`config.mk`:
```
export PLATFORM = sky130hd
export DESIGN_NAME = lut_neuron_reloadable_flat
export DESIGN_NICKNAME = d
export VERILOG_FILES = /design/src/rtl/lut_neuron_reloadable_if.sv /design/src/rtl/lut_neuron_reloadable.sv /design/src/flat_wrapper.sv
export SDC_FILE = /design/constraint.sdc
export NUM_CORES = 1
export LEC_CHECK = 0
export ABC_CLOCK_PERIOD_IN_PS = 3900
export CELL_PAD_IN_SITES_DETAIL_PLACEMENT = 1
export CELL_PAD_IN_SITES_GLOBAL_PLACEMENT = 1
export CORE_MARGIN = 4
export CORE_UTILIZATION = 43
export CTS_CLUSTER_SIZE = 28
export DETAILED_ROUTE_END_ITERATION = 8
export PLACE_DENSITY = 0.77
export SYNTH_ARGS = -nofsm -noshare
export SYNTH_HDL_FRONTEND = slang
export SYNTH_SLANG_ARGS = --single-unit
```
`constraint.sdc`:
```
create_clock -name clk -period 3.9 [get_ports clk]
set_input_delay 1.17 -clock clk [delete_from_list [all_inputs] [get_ports clk]]
set_output_delay 1.17 -clock clk [all_outputs]
set_load 0.005 [all_outputs]
```
`src/rtl/lut_neuron_reloadable_if.sv`:
```
`default_nettype none
// ============================================================================
//  Module   : lut_neuron_reloadable_if
//  Brief    : Config, inference-input and result handshakes of the LUT neuron.
//  Revision : 1.0
// ============================================================================
interface lut_neuron_reloadable_if #(
    parameter int ADDR_W   = 6,
    parameter int OUT_BITS = 2
);
    logic                cfg_start;
    logic                cfg_valid;
    logic [OUT_BITS-1:0] cfg_data;
    logic                cfg_ready;
    logic                cfg_done;
    logic                in_valid;
    logic [ADDR_W-1:0]   in_data;
    logic                in_ready;
    logic                out_valid;
    logic [OUT_BITS-1:0] out_data;
    logic                out_ready;

    modport slave (
        input  cfg_start, cfg_valid, cfg_data, in_valid, in_data, out_ready,
        output cfg_ready, cfg_done, in_ready, out_valid, out_data
    );

    modport master (
        output cfg_start, cfg_valid, cfg_data, in_valid, in_data, out_ready,
        input  cfg_ready, cfg_done, in_ready, out_valid, out_data
    );
endinterface
`default_nettype wire

```
`src/rtl/lut_neuron_reloadable.sv`:
```
`default_nettype none
// ============================================================================
//  Module   : lut_neuron_reloadable
//  Brief    : Register-based truth-table neuron with a streaming reload port.
//  Revision : 1.0
// ============================================================================
module lut_neuron_reloadable #(
    parameter int FANIN    = 3,
    parameter int IN_BITS  = 2,
    parameter int OUT_BITS = 2
) (
    input  logic                     clk,
    input  logic                     rst_n,
    lut_neuron_reloadable_if.slave   bus
);
    localparam int ADDR_W = FANIN * IN_BITS;
    localparam int DEPTH  = 1 << ADDR_W;

    typedef enum logic [1:0] {
        EMPTY = 2'd0,
        LOAD  = 2'd1,
        DRAIN = 2'd2,
        RUN   = 2'd3
    } state_t;

    state_t              state_q,     state_d;
    logic [ADDR_W-1:0]   addr_q,      addr_d;
    logic [OUT_BITS-1:0] table_q [DEPTH];
    logic [OUT_BITS-1:0] table_d [DEPTH];
    logic                out_valid_q, out_valid_d;
    logic [OUT_BITS-1:0] out_data_q,  out_data_d;
    logic                cfg_done_q,  cfg_done_d;
    logic                w_in_ready;

    // A pending reload request blocks new inputs so it wins over in_valid.
    assign w_in_ready    = (state_q == RUN) && (!out_valid_q || bus.out_ready) && !bus.cfg_start;
    assign bus.in_ready  = w_in_ready;
    assign bus.cfg_ready = (state_q == LOAD);
    assign bus.cfg_done  = cfg_done_q;
    assign bus.out_valid = out_valid_q;
    assign bus.out_data  = out_data_q;

    always_comb begin
        state_d     = state_q;
        addr_d      = addr_q;
        table_d     = table_q;
        out_valid_d = out_valid_q;
        out_data_d  = out_data_q;
        cfg_done_d  = 1'b0;

        if (out_valid_q && bus.out_ready) begin
            out_valid_d = 1'b0;
        end

        case (state_q)
            EMPTY: begin
                if (bus.cfg_start) begin
                    state_d = LOAD;
                    addr_d  = '0;
                end
            end
            LOAD: begin
                // Restart discards whatever beat shares the cycle.
                if (bus.cfg_start) begin
                    addr_d = '0;
                end else if (bus.cfg_valid) begin
                    table_d[addr_q] = bus.cfg_data;
                    addr_d          = addr_q + 1'b1;
                    if (&addr_q) begin
                        state_d    = RUN;
                        cfg_done_d = 1'b1;
                    end
                end
            end
            RUN: begin
                if (bus.cfg_start) begin
                    addr_d  = '0;
                    state_d = (!out_valid_q || bus.out_ready) ? LOAD : DRAIN;
                end else if (bus.in_valid && w_in_ready) begin
                    out_valid_d = 1'b1;
                    out_data_d  = table_q[bus.in_data];
                end
            end
            DRAIN: begin
                if (out_valid_q && bus.out_ready) begin
                    state_d = LOAD;
                    addr_d  = '0;
                end
            end
            default: state_d = EMPTY;
        endcase
    end

    always_ff @(posedge clk or negedge rst_n) begin
        if (!rst_n) begin
            state_q     <= EMPTY;
            addr_q      <= '0;
            table_q     <= '{default: '0};
            out_valid_q <= 1'b0;
            out_data_q  <= '0;
            cfg_done_q  <= 1'b0;
        end else begin
            state_q     <= state_d;
            addr_q      <= addr_d;
            table_q     <= table_d;
            out_valid_q <= out_valid_d;
            out_data_q  <= out_data_d;
            cfg_done_q  <= cfg_done_d;
        end
    end
endmodule
`default_nettype wire

```
`src/flat_wrapper.sv`:
```
// flat-port wrapper written by rule: the top's interface ports become plain ports
module lut_neuron_reloadable_flat 
#(
    parameter int FANIN    = 3,
    parameter int IN_BITS  = 2,
    parameter int OUT_BITS = 2
)
  (clk, rst_n, bus_cfg_start, bus_cfg_valid, bus_cfg_data, bus_in_valid, bus_in_data, bus_out_ready, bus_cfg_ready, bus_cfg_done, bus_in_ready, bus_out_valid, bus_out_data);
  lut_neuron_reloadable_if #(.ADDR_W((6)), .OUT_BITS(OUT_BITS)) bus_i ();
  input  logic clk;
  input  logic rst_n;
  input wire logic [$bits(bus_i.cfg_start)-1:0] bus_cfg_start;
  input wire logic [$bits(bus_i.cfg_valid)-1:0] bus_cfg_valid;
  input wire logic [$bits(bus_i.cfg_data)-1:0] bus_cfg_data;
  input wire logic [$bits(bus_i.in_valid)-1:0] bus_in_valid;
  input wire logic [$bits(bus_i.in_data)-1:0] bus_in_data;
  input wire logic [$bits(bus_i.out_ready)-1:0] bus_out_ready;
  output wire logic [$bits(bus_i.cfg_ready)-1:0] bus_cfg_ready;
  output wire logic [$bits(bus_i.cfg_done)-1:0] bus_cfg_done;
  output wire logic [$bits(bus_i.in_ready)-1:0] bus_in_ready;
  output wire logic [$bits(bus_i.out_valid)-1:0] bus_out_valid;
  output wire logic [$bits(bus_i.out_data)-1:0] bus_out_data;
  assign bus_i.cfg_start = bus_cfg_start;
  assign bus_i.cfg_valid = bus_cfg_valid;
  assign bus_i.cfg_data = bus_cfg_data;
  assign bus_i.in_valid = bus_in_valid;
  assign bus_i.in_data = bus_in_data;
  assign bus_i.out_ready = bus_out_ready;
  assign bus_cfg_ready = bus_i.cfg_ready;
  assign bus_cfg_done = bus_i.cfg_done;
  assign bus_in_ready = bus_i.in_ready;
  assign bus_out_valid = bus_i.out_valid;
  assign bus_out_data = bus_i.out_data;
  lut_neuron_reloadable #(.FANIN(FANIN), .IN_BITS(IN_BITS), .OUT_BITS(OUT_BITS)) u_core (.clk(clk), .rst_n(rst_n), .bus(bus_i));
endmodule
```
==> results of run 1 <==
## worst paths after layout
check,slack [ps],depth (start not counted),endpoint,startpoint
max,230,4,bus_in_ready,bus_out_ready
max reg2reg,1480,6,u_core.table_q[35],u_core.state_q[1]
min reg2reg,490,1,u_core.table_q[24],u_core.table_q[24]
min in group asynchronous,750,1,u_core.table_q[26],rst_n
min,490,1,u_core.table_q[24],u_core.table_q[24]
max in group asynchronous,2410,2,u_core.table_q[81],rst_n
## layout make-up
class                   count  area, sq um
clock buffers              26          509
flip-flops and latches    140         3500
clock inverters             6         82.6
fillers                  1622         7860
multi-input cells         357         3240
inverters                   2         7.51
repair buffers             30          297
well taps                 216          270
## through the flow
step	cells	total power [mW]	hold WS, ps	instance area, sq um
final	777	3.65	489	7910
after global routing	777	3.82	513	7910
after CTS	777	3.69	488	7910
after detailed placement	745	2.06	476	7320
after global placement	745	2.04	463	7320
after floorplan	532	1.86	452	6890
## power breakdown
group	internal, mW	total [mW]	switching [mW]	leakage [nW]
registers	1.53	1.59	0.0699	1.93
logic	0.202	0.441	0.238	1.44
clock network	1.02	1.61	0.588	0.290
## cell usage after synthesis
cell	instances	area (sq um)
a2111oi_0	4	35.0
ha_1	5	62.6
buf_2	6	30.0
and3_1	5	31.3
a22oi_1	2	15.0
nor2b_1	16	100
inv_1	2	7.51
a21o_1	1	7.51
o21ai_0	13	65.1
a211oi_1	6	45.0
mux2_1	4	45.0
and3b_1	2	17.5
a21oi_1	3	15.0
nand4b_1	1	8.76
o32a_1	1	10.0
nand2_1	52	195
or3_1	2	12.5
mux2_2	134	1510
dfrtp_1	140	3500
nor2_1	33	124
nand3b_1	6	45.0
nor3b_2	3	37.5
or3b_2	2	17.5
nand2b_1	7	43.8
clkbuf_1	24	90.1
nand4_1	1	6.26
buf_6	1	11.3
nor3_1	4	20.0
nor4_1	2	12.5
or2_2	2	12.5
o31ai_1	2	15.0
a31oi_1	1	6.26
o22ai_1	4	25.0
mux4_2	28	631
and2_1	1	6.26
a2bb2oi_1	1	8.76
nand3_1	6	30.0
buf_1	2	7.51
nor3b_1	3	22.5
## worst register-to-register path, delay by kind of cell (launching register included)
kind          cells  cell delay (ps)
simple gates      3             1070
flops             1              420
mux               1              370
fa+ha+maj         1              340
buf+inv           1              110
## cells in the final DEF, fill, tap and decap left out, drive strengths merged, types with 5 or more instances in the layout
| cell type | count |
|---|---|
| dfrtp | 140 |
| nor2b | 16 |
| mux2 | 138 |
| ha | 5 |
| nand3 | 6 |
| nand2 | 52 |
| nor2 | 33 |
| buf | 15 |
| nand3b | 6 |
| clkdlybuf4s50 | 15 |
| a211oi | 6 |
| nor3b | 6 |
| mux4 | 28 |
| and3 | 5 |
| clkbuf | 26 |
| o21ai | 13 |
| nand2b | 7 |
## registers in the layout, indices dropped and copies added (netlist names)
register,cells
u_core.addr_q,6
u_core.bus.cfg_done,1
u_core.bus.out_valid,1
u_core.bus.out_data,2
u_core.state_q,2
u_core.table_q,128
## metal layers
layer / global-route usage, % / vias up
met1: 25.0 / 2328
met4: 5.71 / 0
met2: 35.2 / 50
li1: - / 1963
met5: 0 / -
met3: 4.96 / 18
## cell families after synthesis
| group | share of synthesized area [%] |
|---|---|
| buffers and inverters | 2.13 |
| adders and majority gates | 0.908 |
| and+or+nand+nor | 10.8 |
| AOI/OAI and AO/OA | 3.60 |
| DFF | 50.9 |
| muxes | 31.7 |
==> metrics.cfg, run 1 <==
[timing]
drv_slew=0
min_period_over_period_pct=94.0
worstMarginPinSlew_ps=1160
slew_headroom_pct=22.4
finalSetupViolCount=0
fmax_ghz=0.273
finClkSkew_ps=7.91
fin_tns_setup_ps=0
setup_ws_ps=234
fin_crit_ps=3670
hold_viol_final=0
rsz0062_at_grt=no

[power]
p_leak_nw=3.67
power_density_nw_per_um2=461
ir_worst_vdd_mv=0.314

[setup_path]
cpPeakStageDelay_ps=540
start_kind=input pin
cpLargestDelayFamily=buffers and inverters
crit_path_end_kind=output port
required_ps=2730
worst-path-max-fanout=5
cp_num_buf_inv=2
crit_path_frequent_cell=clkdlybuf4s50_1
slowest_stage=clkdlybuf4s50_1
crit_chain=clkdlybuf4s50_1, nor2b_1, nor3b_1, clkdlybuf4s50_1
critPathKind=input pin to output port
critPathArrivalTime_ps=2500

[grt]
grt_pass1_wl_microns=28000
grt_max_degree=68
antenna_found_initial=0
track_usage_pct=20.2
grt.overflow.total=0
first_global_vias=5031

[clock_network]
cts_root_buffer=clkbuf_16
cts_setup_buffers=0
cts.clk_slew.worst_paths_ps=50
numClockSinks=140
holdBufCountCts=0
clk_latency_ps=420
h-tree-depth=4
clk_path_buf_depth=2
cts_tree=built
cts_inserted_buffers=17
post_cts_resized=0

[final_layout]
syn2layout_area_growth_pct=14.8
drive_above_1_share_pct=37.8
final_net_count=567
num_antenna_cells=0
final_util_pct=50.1

[place]
dp_slack_ps=234
dp_hpwl_microns=11300
gp_congestion=0.767
portBuffers=19

[logic_synthesis]
synth_cell_types=39
syn_inst=532
ys_seq_area_share_pct=50.9
syn-num-nets=551
ys.warnings.count=0
synth_area_sq_um=6890
synth_seq_cells=140
syn_avg_cell_area_sq_um=12.9

[floorplan]
fp.dieW_microns=135
initial_utilization_pct=43.7
rows=46
io_pins=20
coreArea_sq_um=15800
die_y_microns=135
dieArea_sq_um=18100

[detailed_routing]
detail-route-antenna-nets=0
via_per_inst=5.61
drtPass1Iterations=4
met2WireLength_microns=8920
routedLengthMet1_microns=7350
drt_iter0_markers=160
wl_met3_microns=457
wl_per_cell_microns=21.8
top_layer_used=met4
drt_wl_total_microns=17000
drc=0
num_vias=4359

[min_path]
hold_path.class=flop to flop

[run_status]
outcome=finished clean

[run]
max_cap_violations=0

Note: power is estimated with default switching activity, not from simulation.
==> run 2: changes to the inputs <==
--- a/config.mk
+++ b/config.mk
@@ -9,10 +9,10 @@
 export CELL_PAD_IN_SITES_DETAIL_PLACEMENT = 1
 export CELL_PAD_IN_SITES_GLOBAL_PLACEMENT = 1
 export CORE_MARGIN = 4
-export CORE_UTILIZATION = 43
+export CORE_UTILIZATION = 49
 export CTS_CLUSTER_SIZE = 28
 export DETAILED_ROUTE_END_ITERATION = 8
-export PLACE_DENSITY = 0.77
+export PLACE_DENSITY = 0.85
 export SYNTH_ARGS = -nofsm -noshare
 export SYNTH_HDL_FRONTEND = slang
 export SYNTH_SLANG_ARGS = --single-unit
==> run 2 against run 1 <==
  * Design area fell by 1.3%
  * First-iteration DRC count rose by 71%
  * Sequential cell count did not move
  * Final cell count fell by 4.2%
  * Register-to-register slack barely moved
  * Sequential share of layout area rose by 0.57 points
  * Total power fell by 3.1%
  * Largest power group is now sequential cells
==> metrics.cfg, run 2 (synthesis gave the netlist of run 1 again) <==
[detailed_routing]
wl_per_cell_microns=24.4
drt_wl_total_microns=18200
via_per_inst=6.12
detail-route-antenna-nets=0
num_vias=4552
drc=0
drtPass1Iterations=4
drt_iter0_markers=273

[setup_path]
worst-path-max-fanout=2
slowest_stage=clkdlybuf4s50_1
crit_path_frequent_cell=clkdlybuf4s50_1
r2r-end=u_core.table_q[21]
critPathArrivalTime_ps=2450
rrSetupSlack_ps=1490
required_ps=2730
critPathKind=input pin to output port
cpPeakStageDelay_ps=530
rr_startpoint=u_core.state_q[1]
cpLargestDelayFamily=buffers and inverters
crit_path_end_kind=output port
reg2regPathDepth=6
crit_chain=clkdlybuf4s50_1, nor2b_1, nor3b_1, clkdlybuf4s50_1
start_kind=input pin
cp_num_buf_inv=2

[timing]
fin_crit_ps=3620
finalSetupViolCount=0
fin_tns_setup_ps=0
slew_headroom_pct=37.5
fmax_ghz=0.276
min_period_over_period_pct=92.9
finClkSkew_ps=8.27
drv_slew=0
hold_viol_final=0
rsz0062_at_grt=no
worstMarginPinSlew_ps=937
timing.hold.ws_ps=488

[power]
p_leak_nw=3.65
power_density_nw_per_um2=453
ir_worst_vdd_mv=0.322
finalPower_mw=3.53

[final_layout]
layout_common_cells=dfrtp_1 (140), mux2_2 (134), nand2_1 (52)
final_common_cell=dfrtp_1
final_net_count=571
drive_above_1_share_pct=38.3
top_regs=u_core.table_q (128), u_core.addr_q (6)
syn2layout_area_growth_pct=13.4
num_antenna_cells=0
top_register=u_core.table_q
largest_reg_flops=128

[grt]
grt_max_degree=65
grt.overflow.total=0
grt_pass1_wl_microns=29500
antenna_found_initial=0
track_usage_pct=24.1
first_global_vias=5219

[clock_network]
cts_root_buffer=clkbuf_16
holdBufCountCts=0
cts_tree=built
h-tree-depth=4
clk_latency_ps=420
cts_inserted_buffers=17
cts_setup_buffers=0
post_cts_resized=0
clk_path_buf_depth=2
numClockSinks=140
cts.clk_slew.worst_paths_ps=60

[floorplan]
die_y_microns=127
io_pins=20
coreArea_sq_um=13800
initial_utilization_pct=49.8
fp.dieW_microns=127
rows=43
dieArea_sq_um=16000

[min_path]
worstHoldEndpoint=u_core.table_q[89]
holdPathStages=1
min-delay-start=u_core.table_q[89]
hold_path.class=flop to flop

[run_status]
outcome=finished clean

[place]
dp_hpwl_microns=11700
portBuffers=19
gp_congestion=0.797

[run]
max_cap_violations=0

[run 2: power breakdown]
| part | switching, mW | internal (mW) |
|---|---|---|
| sequential | 0.0704 | 1.52 |
| clock | 0.611 | 0.871 |
| combinational | 0.251 | 0.205 |
[run 2: layout make-up]
type / count / area (sq um)
clock buffers: 24 / 492
clock inverters: 7 / 40.0
fillers: 1368 / 6020
inverters: 2 / 7.51
multi-input cells: 357 / 3240
flip-flops and latches: 140 / 3500
well taps: 180 / 225
repair buffers: 34 / 302
[run 2: through the flow]
stage	util (%)	setup WS [ps]	instances	cell area [sq um]
6_report	56.5	275	744	7810
5_1_grt	56.5	218	744	7810
4_1_cts	56.5	246	744	7810
3_5_place_dp	52.6	244	713	7280
3_3_place_gp	52.6	294	713	7280
2_1_floorplan	-	1020	532	6890
[run 2: worst max-delay path by stage]
stage                               from                endpoint  slack (ps)  cells past startpoint
after floorplan           bus_in_data[2]  u_core.bus.out_data[0]        1020                      6
after detailed placement   bus_out_ready            bus_in_ready         240                      4
final                      bus_out_ready            bus_in_ready         280                      4
after global placement     bus_out_ready            bus_in_ready         290                      4
after CTS                  bus_out_ready            bus_in_ready         250                      4
after global routing       bus_out_ready            bus_in_ready         220                      4
[run 2: routing by layer]
layer / global-route usage (%) / up-vias / wire (microns) / part of all wire, %
met5: 0 / - / 0 / 0
met4: 8.58 / 0 / 371 / 2.0
met3: 4.42 / 29 / 517 / 2.8
met2: 42.7 / 85 / 9810 / 54
met1: 29.5 / 2469 / 7490 / 41
li1: - / 1969 / - / -
